--- config.mk ---
export PLATFORM = sky130hd
export DESIGN_NAME = rfft_ctrl_flat
export DESIGN_NICKNAME = d
export VERILOG_FILES = /design/src/rtl/rfft_ctrl_if.sv /design/src/rtl/rfft_ctrl.sv /design/src/flat_wrapper.sv
export SDC_FILE = /design/constraint.sdc
export NUM_CORES = 1
export LEC_CHECK = 0
export ABC_CLOCK_PERIOD_IN_PS = 9500
export BUFFER_PORTS_ARGS = -buffer_cell sky130_fd_sc_hd__buf_2
export CAP_MARGIN = 20
export CELL_PAD_IN_SITES_DETAIL_PLACEMENT = 1
export CELL_PAD_IN_SITES_GLOBAL_PLACEMENT = 1
export CORE_AREA = 2 2 260 262
export DETAILED_ROUTE_END_ITERATION = 8
export DIE_AREA = 0 0 262 264
export PLACE_DENSITY = 0.46
export SETUP_SLACK_MARGIN = 0.02
export SLEW_MARGIN = 20
export SYNTH_ARGS = -nofsm -noshare
export SYNTH_HDL_FRONTEND = slang
export SYNTH_SLANG_ARGS = --single-unit
--- constraint.sdc ---
create_clock -name Clk -period 9.5 [get_ports Clk]
set_clock_uncertainty 0.2 [all_clocks]
set_input_delay 1.9 -clock Clk [delete_from_list [all_inputs] [get_ports Clk]]
set_output_delay 1.9 -clock Clk [all_outputs]
set_load 0.005 [all_outputs]
--- src/rtl/rfft_ctrl_if.sv ---
// Handshake and FFT-core bus between rfft_ctrl (master) and its environment (slave).
interface rfft_ctrl_if #(
  parameter int WIDTH = 32
);
  logic               Start;
  logic               Tf_load;
  logic               Busy;
  logic               Err;
  logic               Tf_valid;
  logic               Tf_ready;
  logic [2*WIDTH-1:0] Tf_data;
  logic               S_valid;
  logic               S_ready;
  logic [4*WIDTH-1:0] S_data;
  logic               M_valid;
  logic               M_ready;
  logic [4*WIDTH-1:0] M_data;
  logic               M_last;
  logic               Input;
  logic               Write;
  logic               Tf_we;
  logic [5:0]         Addr;
  logic [7:0]         Addr_T;
  logic [WIDTH-1:0]   Din0, Din1, Din2, Din3;
  logic [2*WIDTH-1:0] Tf_in;
  logic               Done;
  logic [WIDTH-1:0]   Dout0, Dout1, Dout2, Dout3;

  modport master (
    input  Start, Tf_load, Tf_valid, Tf_data, S_valid, S_data, M_ready,
           Done, Dout0, Dout1, Dout2, Dout3,
    output Busy, Err, Tf_ready, S_ready, M_valid, M_data, M_last,
           Input, Write, Tf_we, Addr, Addr_T, Din0, Din1, Din2, Din3, Tf_in
  );

  modport slave (
    output Start, Tf_load, Tf_valid, Tf_data, S_valid, S_data, M_ready,
           Done, Dout0, Dout1, Dout2, Dout3,
    input  Busy, Err, Tf_ready, S_ready, M_valid, M_data, M_last,
           Input, Write, Tf_we, Addr, Addr_T, Din0, Din1, Din2, Din3, Tf_in
  );
endinterface

--- src/rtl/rfft_ctrl.sv ---
// Sequencer for a 64-beat radix-4 FFT core: twiddle load, sample load, run, buffered readout.
// Optional RUN watchdog compiled in with macro RFFT_CTRL_WATCHDOG_EN.
module rfft_ctrl #(
  parameter int WIDTH    = 32,
  parameter int TF_DEPTH = 256,
  parameter int TO_LIMIT = 1023
) (
  input  logic         Clk,
  input  logic         Reset_n,
  rfft_ctrl_if.master  bus
);

  typedef enum logic [2:0] {IDLE, LOAD_TF, LOAD, RUN, READ} state_t;

  state_t             state_reg;
  logic [7:0]         tf_cnt_reg;
  logic [5:0]         beat_cnt_reg;
  logic [5:0]         rd_cnt_reg;
  logic [5:0]         out_cnt_reg;
  logic               rd_done_reg;
  logic               rd_pend_reg;
  logic               busy_reg;
  logic [4*WIDTH-1:0] fifo_mem [2];
  logic               wr_ptr_reg;
  logic               rd_ptr_reg;
  logic [1:0]         fifo_cnt_reg;

  logic tf_hs, s_hs, rd_issue, push, pop, m_valid, wd_expire;

  assign tf_hs    = (state_reg == LOAD_TF) && bus.Tf_valid;
  assign s_hs     = (state_reg == LOAD) && bus.S_valid;
  assign m_valid  = (fifo_cnt_reg != 2'd0);
  assign pop      = m_valid && bus.M_ready;
  assign push     = rd_pend_reg;
  // Reads in flight count against the buffer so a stalled consumer can never overflow it
  assign rd_issue = (state_reg == READ) && !rd_done_reg &&
                    ((fifo_cnt_reg + 2'(rd_pend_reg)) < 2'd2);

`ifdef RFFT_CTRL_WATCHDOG_EN
  logic [9:0] wd_cnt_reg;
  logic       err_reg;

  assign wd_expire = (state_reg == RUN) && !bus.Done && (wd_cnt_reg == 10'(TO_LIMIT - 1));

  always_ff @(posedge Clk or negedge Reset_n) begin
    if (!Reset_n) begin
      wd_cnt_reg <= 10'd0;
      err_reg    <= 1'b0;
    end else begin
      if ((state_reg == IDLE) && bus.Start)
        err_reg <= 1'b0;
      else if (wd_expire)
        err_reg <= 1'b1;
      if ((state_reg == RUN) && !wd_expire)
        wd_cnt_reg <= wd_cnt_reg + 10'd1;
      else
        wd_cnt_reg <= 10'd0;
    end
  end

  assign bus.Err = err_reg;
`else
  assign wd_expire = 1'b0;
  assign bus.Err   = 1'b0;
`endif

  always_ff @(posedge Clk or negedge Reset_n) begin
    if (!Reset_n) begin
      state_reg    <= IDLE;
      tf_cnt_reg   <= 8'd0;
      beat_cnt_reg <= 6'd0;
      rd_cnt_reg   <= 6'd0;
      out_cnt_reg  <= 6'd0;
      rd_done_reg  <= 1'b0;
      busy_reg     <= 1'b0;
    end else begin
      case (state_reg)
        IDLE: begin
          if (bus.Start) begin
            busy_reg     <= 1'b1;
            tf_cnt_reg   <= 8'd0;
            beat_cnt_reg <= 6'd0;
            state_reg    <= bus.Tf_load ? LOAD_TF : LOAD;
          end
        end
        LOAD_TF: begin
          if (tf_hs) begin
            if (tf_cnt_reg == 8'(TF_DEPTH - 1)) begin
              tf_cnt_reg <= 8'd0;
              state_reg  <= LOAD;
            end else begin
              tf_cnt_reg <= tf_cnt_reg + 8'd1;
            end
          end
        end
        LOAD: begin
          if (s_hs) begin
            if (beat_cnt_reg == 6'd63) begin
              beat_cnt_reg <= 6'd0;
              state_reg    <= RUN;
            end else begin
              beat_cnt_reg <= beat_cnt_reg + 6'd1;
            end
          end
        end
        RUN: begin
          if (bus.Done) begin
            rd_cnt_reg  <= 6'd0;
            rd_done_reg <= 1'b0;
            out_cnt_reg <= 6'd0;
            state_reg   <= READ;
          end else if (wd_expire) begin
            busy_reg  <= 1'b0;
            state_reg <= IDLE;
          end
        end
        READ: begin
          // Read address parks on 63 once the last read is out; rd_done blocks re-issue
          if (rd_issue) begin
            if (rd_cnt_reg == 6'd63)
              rd_done_reg <= 1'b1;
            else
              rd_cnt_reg <= rd_cnt_reg + 6'd1;
          end
          if (pop) begin
            if (out_cnt_reg == 6'd63) begin
              busy_reg  <= 1'b0;
              state_reg <= IDLE;
            end else begin
              out_cnt_reg <= out_cnt_reg + 6'd1;
            end
          end
        end
        default: state_reg <= IDLE;
      endcase
    end
  end

  always_ff @(posedge Clk or negedge Reset_n) begin
    if (!Reset_n) begin
      rd_pend_reg  <= 1'b0;
      wr_ptr_reg   <= 1'b0;
      rd_ptr_reg   <= 1'b0;
      fifo_cnt_reg <= 2'd0;
    end else begin
      rd_pend_reg  <= rd_issue;
      if (push)
        wr_ptr_reg <= ~wr_ptr_reg;
      if (pop)
        rd_ptr_reg <= ~rd_ptr_reg;
      fifo_cnt_reg <= fifo_cnt_reg + 2'(push) - 2'(pop);
    end
  end

  // Core output arrives one cycle after its address, so the capture rides on rd_pend
  always_ff @(posedge Clk) begin
    if (push)
      fifo_mem[wr_ptr_reg] <= {bus.Dout3, bus.Dout2, bus.Dout1, bus.Dout0};
  end

  assign bus.Busy     = busy_reg;
  assign bus.Input    = (state_reg != RUN);
  assign bus.Tf_ready = (state_reg == LOAD_TF);
  assign bus.Tf_we    = tf_hs;
  assign bus.Addr_T   = (state_reg == LOAD_TF) ? tf_cnt_reg : 8'd0;
  assign bus.Tf_in    = bus.Tf_data;
  assign bus.S_ready  = (state_reg == LOAD);
  assign bus.Write    = s_hs;
  assign bus.Addr     = (state_reg == LOAD) ? beat_cnt_reg :
                        (state_reg == READ) ? rd_cnt_reg : 6'd0;
  assign bus.Din0     = bus.S_data[0*WIDTH +: WIDTH];
  assign bus.Din1     = bus.S_data[1*WIDTH +: WIDTH];
  assign bus.Din2     = bus.S_data[2*WIDTH +: WIDTH];
  assign bus.Din3     = bus.S_data[3*WIDTH +: WIDTH];
  assign bus.M_valid  = m_valid;
  assign bus.M_data   = fifo_mem[rd_ptr_reg];
  assign bus.M_last   = m_valid && (out_cnt_reg == 6'd63);

endmodule

--- src/flat_wrapper.sv ---
// flat-port wrapper written by rule: the top's interface ports become plain ports
module rfft_ctrl_flat 
#(
  parameter int WIDTH    = 32,
  parameter int TF_DEPTH = 256,
  parameter int TO_LIMIT = 1023
)
  (Clk, Reset_n, bus_Start, bus_Tf_load, bus_Tf_valid, bus_Tf_data, bus_S_valid, bus_S_data, bus_M_ready, bus_Done, bus_Dout0, bus_Dout1, bus_Dout2, bus_Dout3, bus_Busy, bus_Err, bus_Tf_ready, bus_S_ready, bus_M_valid, bus_M_data, bus_M_last, bus_Input, bus_Write, bus_Tf_we, bus_Addr, bus_Addr_T, bus_Din0, bus_Din1, bus_Din2, bus_Din3, bus_Tf_in);
  rfft_ctrl_if #(.WIDTH(WIDTH)) bus_i ();
  input  logic Clk;
  input  logic Reset_n;
  input wire logic [$bits(bus_i.Start)-1:0] bus_Start;
  input wire logic [$bits(bus_i.Tf_load)-1:0] bus_Tf_load;
  input wire logic [$bits(bus_i.Tf_valid)-1:0] bus_Tf_valid;
  input wire logic [$bits(bus_i.Tf_data)-1:0] bus_Tf_data;
  input wire logic [$bits(bus_i.S_valid)-1:0] bus_S_valid;
  input wire logic [$bits(bus_i.S_data)-1:0] bus_S_data;
  input wire logic [$bits(bus_i.M_ready)-1:0] bus_M_ready;
  input wire logic [$bits(bus_i.Done)-1:0] bus_Done;
  input wire logic [$bits(bus_i.Dout0)-1:0] bus_Dout0;
  input wire logic [$bits(bus_i.Dout1)-1:0] bus_Dout1;
  input wire logic [$bits(bus_i.Dout2)-1:0] bus_Dout2;
  input wire logic [$bits(bus_i.Dout3)-1:0] bus_Dout3;
  output wire logic [$bits(bus_i.Busy)-1:0] bus_Busy;
  output wire logic [$bits(bus_i.Err)-1:0] bus_Err;
  output wire logic [$bits(bus_i.Tf_ready)-1:0] bus_Tf_ready;
  output wire logic [$bits(bus_i.S_ready)-1:0] bus_S_ready;
  output wire logic [$bits(bus_i.M_valid)-1:0] bus_M_valid;
  output wire logic [$bits(bus_i.M_data)-1:0] bus_M_data;
  output wire logic [$bits(bus_i.M_last)-1:0] bus_M_last;
  output wire logic [$bits(bus_i.Input)-1:0] bus_Input;
  output wire logic [$bits(bus_i.Write)-1:0] bus_Write;
  output wire logic [$bits(bus_i.Tf_we)-1:0] bus_Tf_we;
  output wire logic [$bits(bus_i.Addr)-1:0] bus_Addr;
  output wire logic [$bits(bus_i.Addr_T)-1:0] bus_Addr_T;
  output wire logic [$bits(bus_i.Din0)-1:0] bus_Din0;
  output wire logic [$bits(bus_i.Din1)-1:0] bus_Din1;
  output wire logic [$bits(bus_i.Din2)-1:0] bus_Din2;
  output wire logic [$bits(bus_i.Din3)-1:0] bus_Din3;
  output wire logic [$bits(bus_i.Tf_in)-1:0] bus_Tf_in;
  assign bus_i.Start = bus_Start;
  assign bus_i.Tf_load = bus_Tf_load;
  assign bus_i.Tf_valid = bus_Tf_valid;
  assign bus_i.Tf_data = bus_Tf_data;
  assign bus_i.S_valid = bus_S_valid;
  assign bus_i.S_data = bus_S_data;
  assign bus_i.M_ready = bus_M_ready;
  assign bus_i.Done = bus_Done;
  assign bus_i.Dout0 = bus_Dout0;
  assign bus_i.Dout1 = bus_Dout1;
  assign bus_i.Dout2 = bus_Dout2;
  assign bus_i.Dout3 = bus_Dout3;
  assign bus_Busy = bus_i.Busy;
  assign bus_Err = bus_i.Err;
  assign bus_Tf_ready = bus_i.Tf_ready;
  assign bus_S_ready = bus_i.S_ready;
  assign bus_M_valid = bus_i.M_valid;
  assign bus_M_data = bus_i.M_data;
  assign bus_M_last = bus_i.M_last;
  assign bus_Input = bus_i.Input;
  assign bus_Write = bus_i.Write;
  assign bus_Tf_we = bus_i.Tf_we;
  assign bus_Addr = bus_i.Addr;
  assign bus_Addr_T = bus_i.Addr_T;
  assign bus_Din0 = bus_i.Din0;
  assign bus_Din1 = bus_i.Din1;
  assign bus_Din2 = bus_i.Din2;
  assign bus_Din3 = bus_i.Din3;
  assign bus_Tf_in = bus_i.Tf_in;
  rfft_ctrl #(.WIDTH(WIDTH), .TF_DEPTH(TF_DEPTH), .TO_LIMIT(TO_LIMIT)) u_core (.Clk(Clk), .Reset_n(Reset_n), .bus(bus_i));
endmodule
# --- Word level (Yosys, flattened, before mapping) ---
# Memory sizes are Yosys's and may differ from the RTL's.
# Cells that the tools add are included.
word_totals:
  register_bits: 36
  ramBits: 256
  out_inout_bits: 343
  wordCells: 100
  memories: 1
op_classes:
  add_sub_neg: 6
  order_cmp: 1
  n_eq_ne: 21
  n_mux: 38
  bitwise_logic: 2
  reduce_logical: 20
mem_list:
  columns: ["name", "words", "word_bits", "rd", "rd_clocked_by_memory_dff", "write_ports", "line_no", "source"]
  rows:
  - ["u_core.fifo_mem", 2, 128, 1, 0, 1, "rfft_ctrl.sv:23", "logic [4*WIDTH-1:0] fifo_mem [2];"]
op_table:
  columns: ["operator", "count"]
  rows:
  - ["$mux W6", 10]
  - ["$pmux W6 S2", 3]
  - ["$mux W8", 4]
  - ["$mux W3", 8]
  - ["$add A6 B1 Y6 const B", 3]
  - ["$eq A6 B6 Y1 const B", 3]
  - ["$pmux W8 S2", 1]
  - ["$reduce_and A4 Y1", 4]
  - ["$pmux W3 S5", 1]
  - ["$ne A2 B1 Y1 const B", 6]
  - ["$ne A2 B2 Y1 const B", 6]
  - ["$reduce_bool A2 Y1", 5]
  - ["$add A8 B1 Y8 const B", 1]
  - ["$eq A8 B8 Y1 const B", 1]
  - ["$mux W1", 8]
  - ["$reduce_and A8 Y1", 1]
  - ["$eq A3 B2 Y1 const B", 2]
  - ["$logic_and A1 B1 Y1", 6]
  - ["$reduce_and A3 Y1", 2]
  - ["$pmux W1 S2", 2]
  - ["$eq A3 B1 Y1 const B", 1]
  - ["$eq A3 B3 Y1 const B", 1]
  - ["$logic_not A3 Y1", 1]
  - ["$ne A3 B2 Y1 const B", 1]
  - ["6 further kinds", 7]

# --- Depth between registers and ports, before layout ---
logic_depth:
  ltp_word: 5
  ltp_mapped: 7
  mapped_depth_nobuf: 6

# --- Worst setup path before layout ---
# OpenSTA, ideal clock, no wires.
synth_timing:
  path_type: "register -> register"
  start: "register u_core.wr_ptr_reg"
  end: "memory u_core.fifo_mem[0][0] (netlist bit) (enable)"
  setup_ns: 0.632
  t_arrival_ns: 6.058
  required_ns: 8.668
  path_slack_ns: 2.610
  stages_incl_launch_ff: 2
  n_path_buf: 0
  period_less_slack_ns: 6.890
  cell_sequence: "dfrtp_1 nor2b_1"
synth_rtl:
  columns: ["element", "line_no", "source"]
  rows:
  - ["from (decl)", "rfft_ctrl.sv:24", "logic wr_ptr_reg;"]
  - ["from (signal assigned)", "rfft_ctrl.sv:148", "wr_ptr_reg <= ~wr_ptr_reg;"]
  - ["to (decl)", "rfft_ctrl.sv:23", null]
# Straight into the memory's write port.

# --- Worst setup path after layout ---
layout_timing:
  start: "register u_core.rd_ptr_reg"
  end: "output port bus_M_data[92]"
layout_between:
  elab_chain_len: 1
layout_lines:
  columns: ["element", "line_no", "source"]
  rows:
  - ["from (decl)", "rfft_ctrl.sv:25", "logic rd_ptr_reg;"]
  - ["from (signal assigned)", "rfft_ctrl.sv:150", "rd_ptr_reg <= ~rd_ptr_reg;"]
  - ["$mem_v2 Z2 W128", null, null]
  - ["to (decl)", "flat_wrapper.sv:29", "output wire logic [$bits(bus_i.M_data)-1:0] bus_M_data;"]
# Every way passes these cells.

==> flow_results.org <==
** Floorplan
- Die Y-Extent :: 264 µm
- Starting density of the core :: 19.1%
- The region available for standard cell placement spans 0.0666 mm².
- Count of pins on the block boundary :: 671
- # rows :: 95
- Horizontal die dimension :: 262 µm
- The die covers 0.0692 mm².

** Global routing
- Entering global routing, the biggest net connects 64 pins.
- Total GRT Usage :: 9.57%
- Initial antenna violation count :: 8
- Summed over all layers, the global routing overflow is 0.
- Met2 layer usage reported by global route :: 13.7%
- The first global-routing pass estimated 49,400 µm of wire.
- Met3 global-route usage :: 5.91%
- The via count of the first global-routing pass came to 7,596.
- For met1 alone, demand over resource in global routing was 11.6%.
- Busiest grt layer :: met2

** Layout
- Antenna diode count :: 0
- Flip-flop count of the largest register, all copies and words added :: 256
- At the end of the flow, the number of nets in the layout was 1,275.
- Fraction of final layout cells with drive strength greater than 1 :: 49.7%
- The area growth from synthesis to layout is 17.3%.
- Once layout is complete, the utilization of the core stands at 22.5%.

** Synthesis
- Fraction of registers with async set or reset after synthesis :: 12.3%
- After synthesis the netlist holds a flip-flop and latch count of 292.
- Dividing the synthesized area by the synthesized cell count gives 15.4 µm².
- Post-synth net total :: 1,162
- In this run, synthesis inferred 256 flip-flops with an integrated enable.
- The synthesized netlist contains 51 unique library cells.
- Synthesis handed over a netlist of 828 instances.
- For this run, the number of Yosys warnings is 0.
- Dominant register cell in the synthesized netlist :: sky130_fd_sc_hd__edfxtp_1
- Post-synthesis instance area :: 0.0127 mm²
- Sequential cells were found to cover 67.4% of the synthesized design area.

** STA
- Measured against its own limit, the worst slew margin works out to 36.7%.
- Final slew viol count :: 0
- In the final timing run, aggregate negative setup slack is 0 ps.
- Minimum clock period :: 4630 ps
- RSZ-0062 raised after global routing :: false
- Of the available clock period, the critical path in the final layout requires 48.7%.
- Fmax :: 216 MHz
- For the pin with the worst max-slew slack, the measured transition is 949 ps.
- Final hold violations :: 0
- Setup violations remaining at the end of the flow were counted as 0.

** Detailed routing
- Wires add up to 34,300 µm.
- Wire length per cell :: 18.6 µm
- For this run, the detailed router's first-pass iteration total came to 4.
- For this block, the initial DRC count from the detailed router was 284.
- The detail route stage leaves a number of antenna-violating nets equal to 0.
- Using the TritonRoute via totals, the vias-per-cell ratio works out to 3.81.
- Remaining routing DRC violations :: 0
- Vias :: 7,021

** Placed design
- At the end of routability-driven placement, the weighted congestion stood at 0.732.
- Hpwl dp :: 23,300 µm
- Buffers placed on the I/O ports in this run total 285.

** Worst setup path
- The critical path is of the flop to output pin type.
- The number of cells on the worst reg-to-reg path is 2.
- Worst R2R Start :: u_core.push
- R2R Path End :: u_core.fifo_mem[0][69]
- Largest fanout on the critical path :: 54
- STA classifies the critical path startpoint as a flop.
- STA puts the critical path data arrival time at 2530 ps.
- Kind of end point of the critical path :: output pin
- Data on the critical path is required at its endpoint by 7400 ps.
- In this run the worst setup path begins at u_core.rd_ptr_reg.
- The worst register-to-register path has a setup slack of 6830 ps.

** Clocking
- Clock tree synthesis selected as its root buffer the cell sky130_fd_sc_hd__clkbuf_16.
- Hold buffer count at CTS :: 0
- Post-CTS clock slew at the launch and capture registers of the worst setup and hold paths :: 50 ps
- Cts repair resizes :: 0
- H-tree depth reported by CTS :: 2
- Number of post-CTS setup repair buffers :: 0
- The clock passes through at most 3 buffers.
- Clock latency on the worst-skew pair, taken at its later pin, is 540 ps.
- Num CTS Buffers :: 38
- TritonCTS built the clock tree.
- Clock tree synthesis found a total of 292 sinks.

** Min path
- Worst hold path startpoint :: u_core.out_cnt_reg[5]
- Min-Delay Path Depth :: 1
- The worst hold path terminates at u_core.out_cnt_reg[5].
- Worst min-delay path class :: flop to flop

** Power
- Maximum vdd drop :: 0.0000781 V
- Summed over all cells, the static leakage comes to 5.51 nW.
- PwrDens :: 252 mW/mm²

** Status
- The flow ran to the end, and the final reports show no timing, DRC or antenna violations.

** Job
- Max-cap violation count :: 0
## area by class of cell
class | instances | area (µm²)
fill | 7366 | 51600
multi-input combinational | 309 | 2570
sequential | 292 | 8590
inverter | 9 | 33.8
timing repair buffer | 291 | 1470
tap | 873 | 1090
clock buffer | 47 | 1030
clock inverter | 23 | 164
## kinds of logic after synthesis
logic type | count (synthesis) | synth area share (%)
compound gates | 59 | 2.96
xor+xnor | 8 | 0.550
fa+ha+maj | 6 | 0.589
buf+inv | 227 | 12.5
flops | 292 | 67.4
mux | 132 | 11.6
other cells | 1 | 0.0294
simple gates | 103 | 4.31
## power breakdown
group          leakage [nW]  internal [W]  switching, W
Sequential             2.78       0.00148     0.0000804
Combinational          2.15      0.000402      0.000442
Clock                 0.582      0.000798      0.000563
## synth_stat cells, types with 2 or more instances
cell,count,area [µm²]
sky130_fd_sc_hd__mux2i_1,4,40.0
sky130_fd_sc_hd__edfxtp_1,256,7690
sky130_fd_sc_hd__nand2_1,27,101
sky130_fd_sc_hd__or2_2,2,12.5
sky130_fd_sc_hd__clkbuf_1,20,75.1
sky130_fd_sc_hd__xnor2_1,4,35.0
sky130_fd_sc_hd__a21oi_1,10,50.1
sky130_fd_sc_hd__nand4_1,3,18.8
sky130_fd_sc_hd__o21ai_1,3,15.0
sky130_fd_sc_hd__a41oi_1,2,17.5
sky130_fd_sc_hd__ha_1,6,75.1
sky130_fd_sc_hd__nor3_1,5,25.0
sky130_fd_sc_hd__xor2_1,4,35.0
sky130_fd_sc_hd__o31ai_1,3,22.5
sky130_fd_sc_hd__dfrtp_1,36,901
sky130_fd_sc_hd__o21a_1,2,15.0
sky130_fd_sc_hd__nor2b_1,3,18.8
sky130_fd_sc_hd__inv_1,9,33.8
sky130_fd_sc_hd__nand2b_1,3,18.8
sky130_fd_sc_hd__nand3_1,14,70.1
sky130_fd_sc_hd__a31oi_1,2,12.5
sky130_fd_sc_hd__and3_1,12,75.1
sky130_fd_sc_hd__a22o_1,7,61.3
sky130_fd_sc_hd__or4_1,2,15.0
sky130_fd_sc_hd__o21ai_0,21,105
sky130_fd_sc_hd__and2_1,5,31.3
sky130_fd_sc_hd__buf_4,195,1460
sky130_fd_sc_hd__a2111oi_0,2,17.5
sky130_fd_sc_hd__nor2_1,17,63.8
sky130_fd_sc_hd__mux2_2,128,1440
## critical path, stage by stage, from the launching register on
cell                      delay, ps
sky130_fd_sc_hd__dfrtp_4        570
sky130_fd_sc_hd__buf_4          720
sky130_fd_sc_hd__mux2_2         500
sky130_fd_sc_hd__buf_2          160
## per-layer routing
metal,part of all wire [%],vias up
li1,-,3078
met5,0.73,-
met3,13,83
met1,42,3443
met2,42,397
met4,2.6,20
## through the flow
step	power [W]	instances	cell area (µm²)	hold slack, ps	setup WS [ps]
after floorplan	0.00215	828	12700	247	2610
after global placement	0.00245	1774	13800	274	5080
after detailed placement	0.00246	1774	13800	276	5070
after CTS	0.00386	1844	14900	290	4700
after global routing	0.00397	1844	14900	324	4690
final	0.00377	1844	14900	285	4870
## placed cells by master, fill, tap and decap left out, types with 4 or more instances in the layout
cell	n
sky130_fd_sc_hd__nor2_1	17
sky130_fd_sc_hd__clkinv_2	6
sky130_fd_sc_hd__dfrtp_1	35
sky130_fd_sc_hd__nand3_1	14
sky130_fd_sc_hd__buf_4	6
sky130_fd_sc_hd__and3_1	12
sky130_fd_sc_hd__clkbuf_16	39
sky130_fd_sc_hd__a21oi_1	10
sky130_fd_sc_hd__buf_2	285
sky130_fd_sc_hd__clkinv_1	10
sky130_fd_sc_hd__mux2i_1	4
sky130_fd_sc_hd__nand2_1	27
sky130_fd_sc_hd__ha_1	6
sky130_fd_sc_hd__clkbuf_1	6
sky130_fd_sc_hd__a22o_1	7
sky130_fd_sc_hd__xnor2_1	4
sky130_fd_sc_hd__edfxtp_1	256
sky130_fd_sc_hd__and2_1	4
sky130_fd_sc_hd__o21ai_0	21
sky130_fd_sc_hd__inv_1	9
sky130_fd_sc_hd__mux2_2	128
sky130_fd_sc_hd__nor3_1	5
sky130_fd_sc_hd__xor2_1	4
## how the worst max path moves through the flow
stage | cells after the start | slack, ps | endpoint
finish | 3 | 4870 | bus_M_data[92]
global route | 3 | 4690 | bus_M_data[92]
floorplan | 1 | 2610 | u_core.fifo_mem[0][0]
global placement | 3 | 5080 | bus_Tf_we
CTS | 3 | 4700 | bus_M_data[92]
detailed placement | 3 | 5070 | bus_Tf_we
No activity file was read; power rests on OpenSTA's default activity.
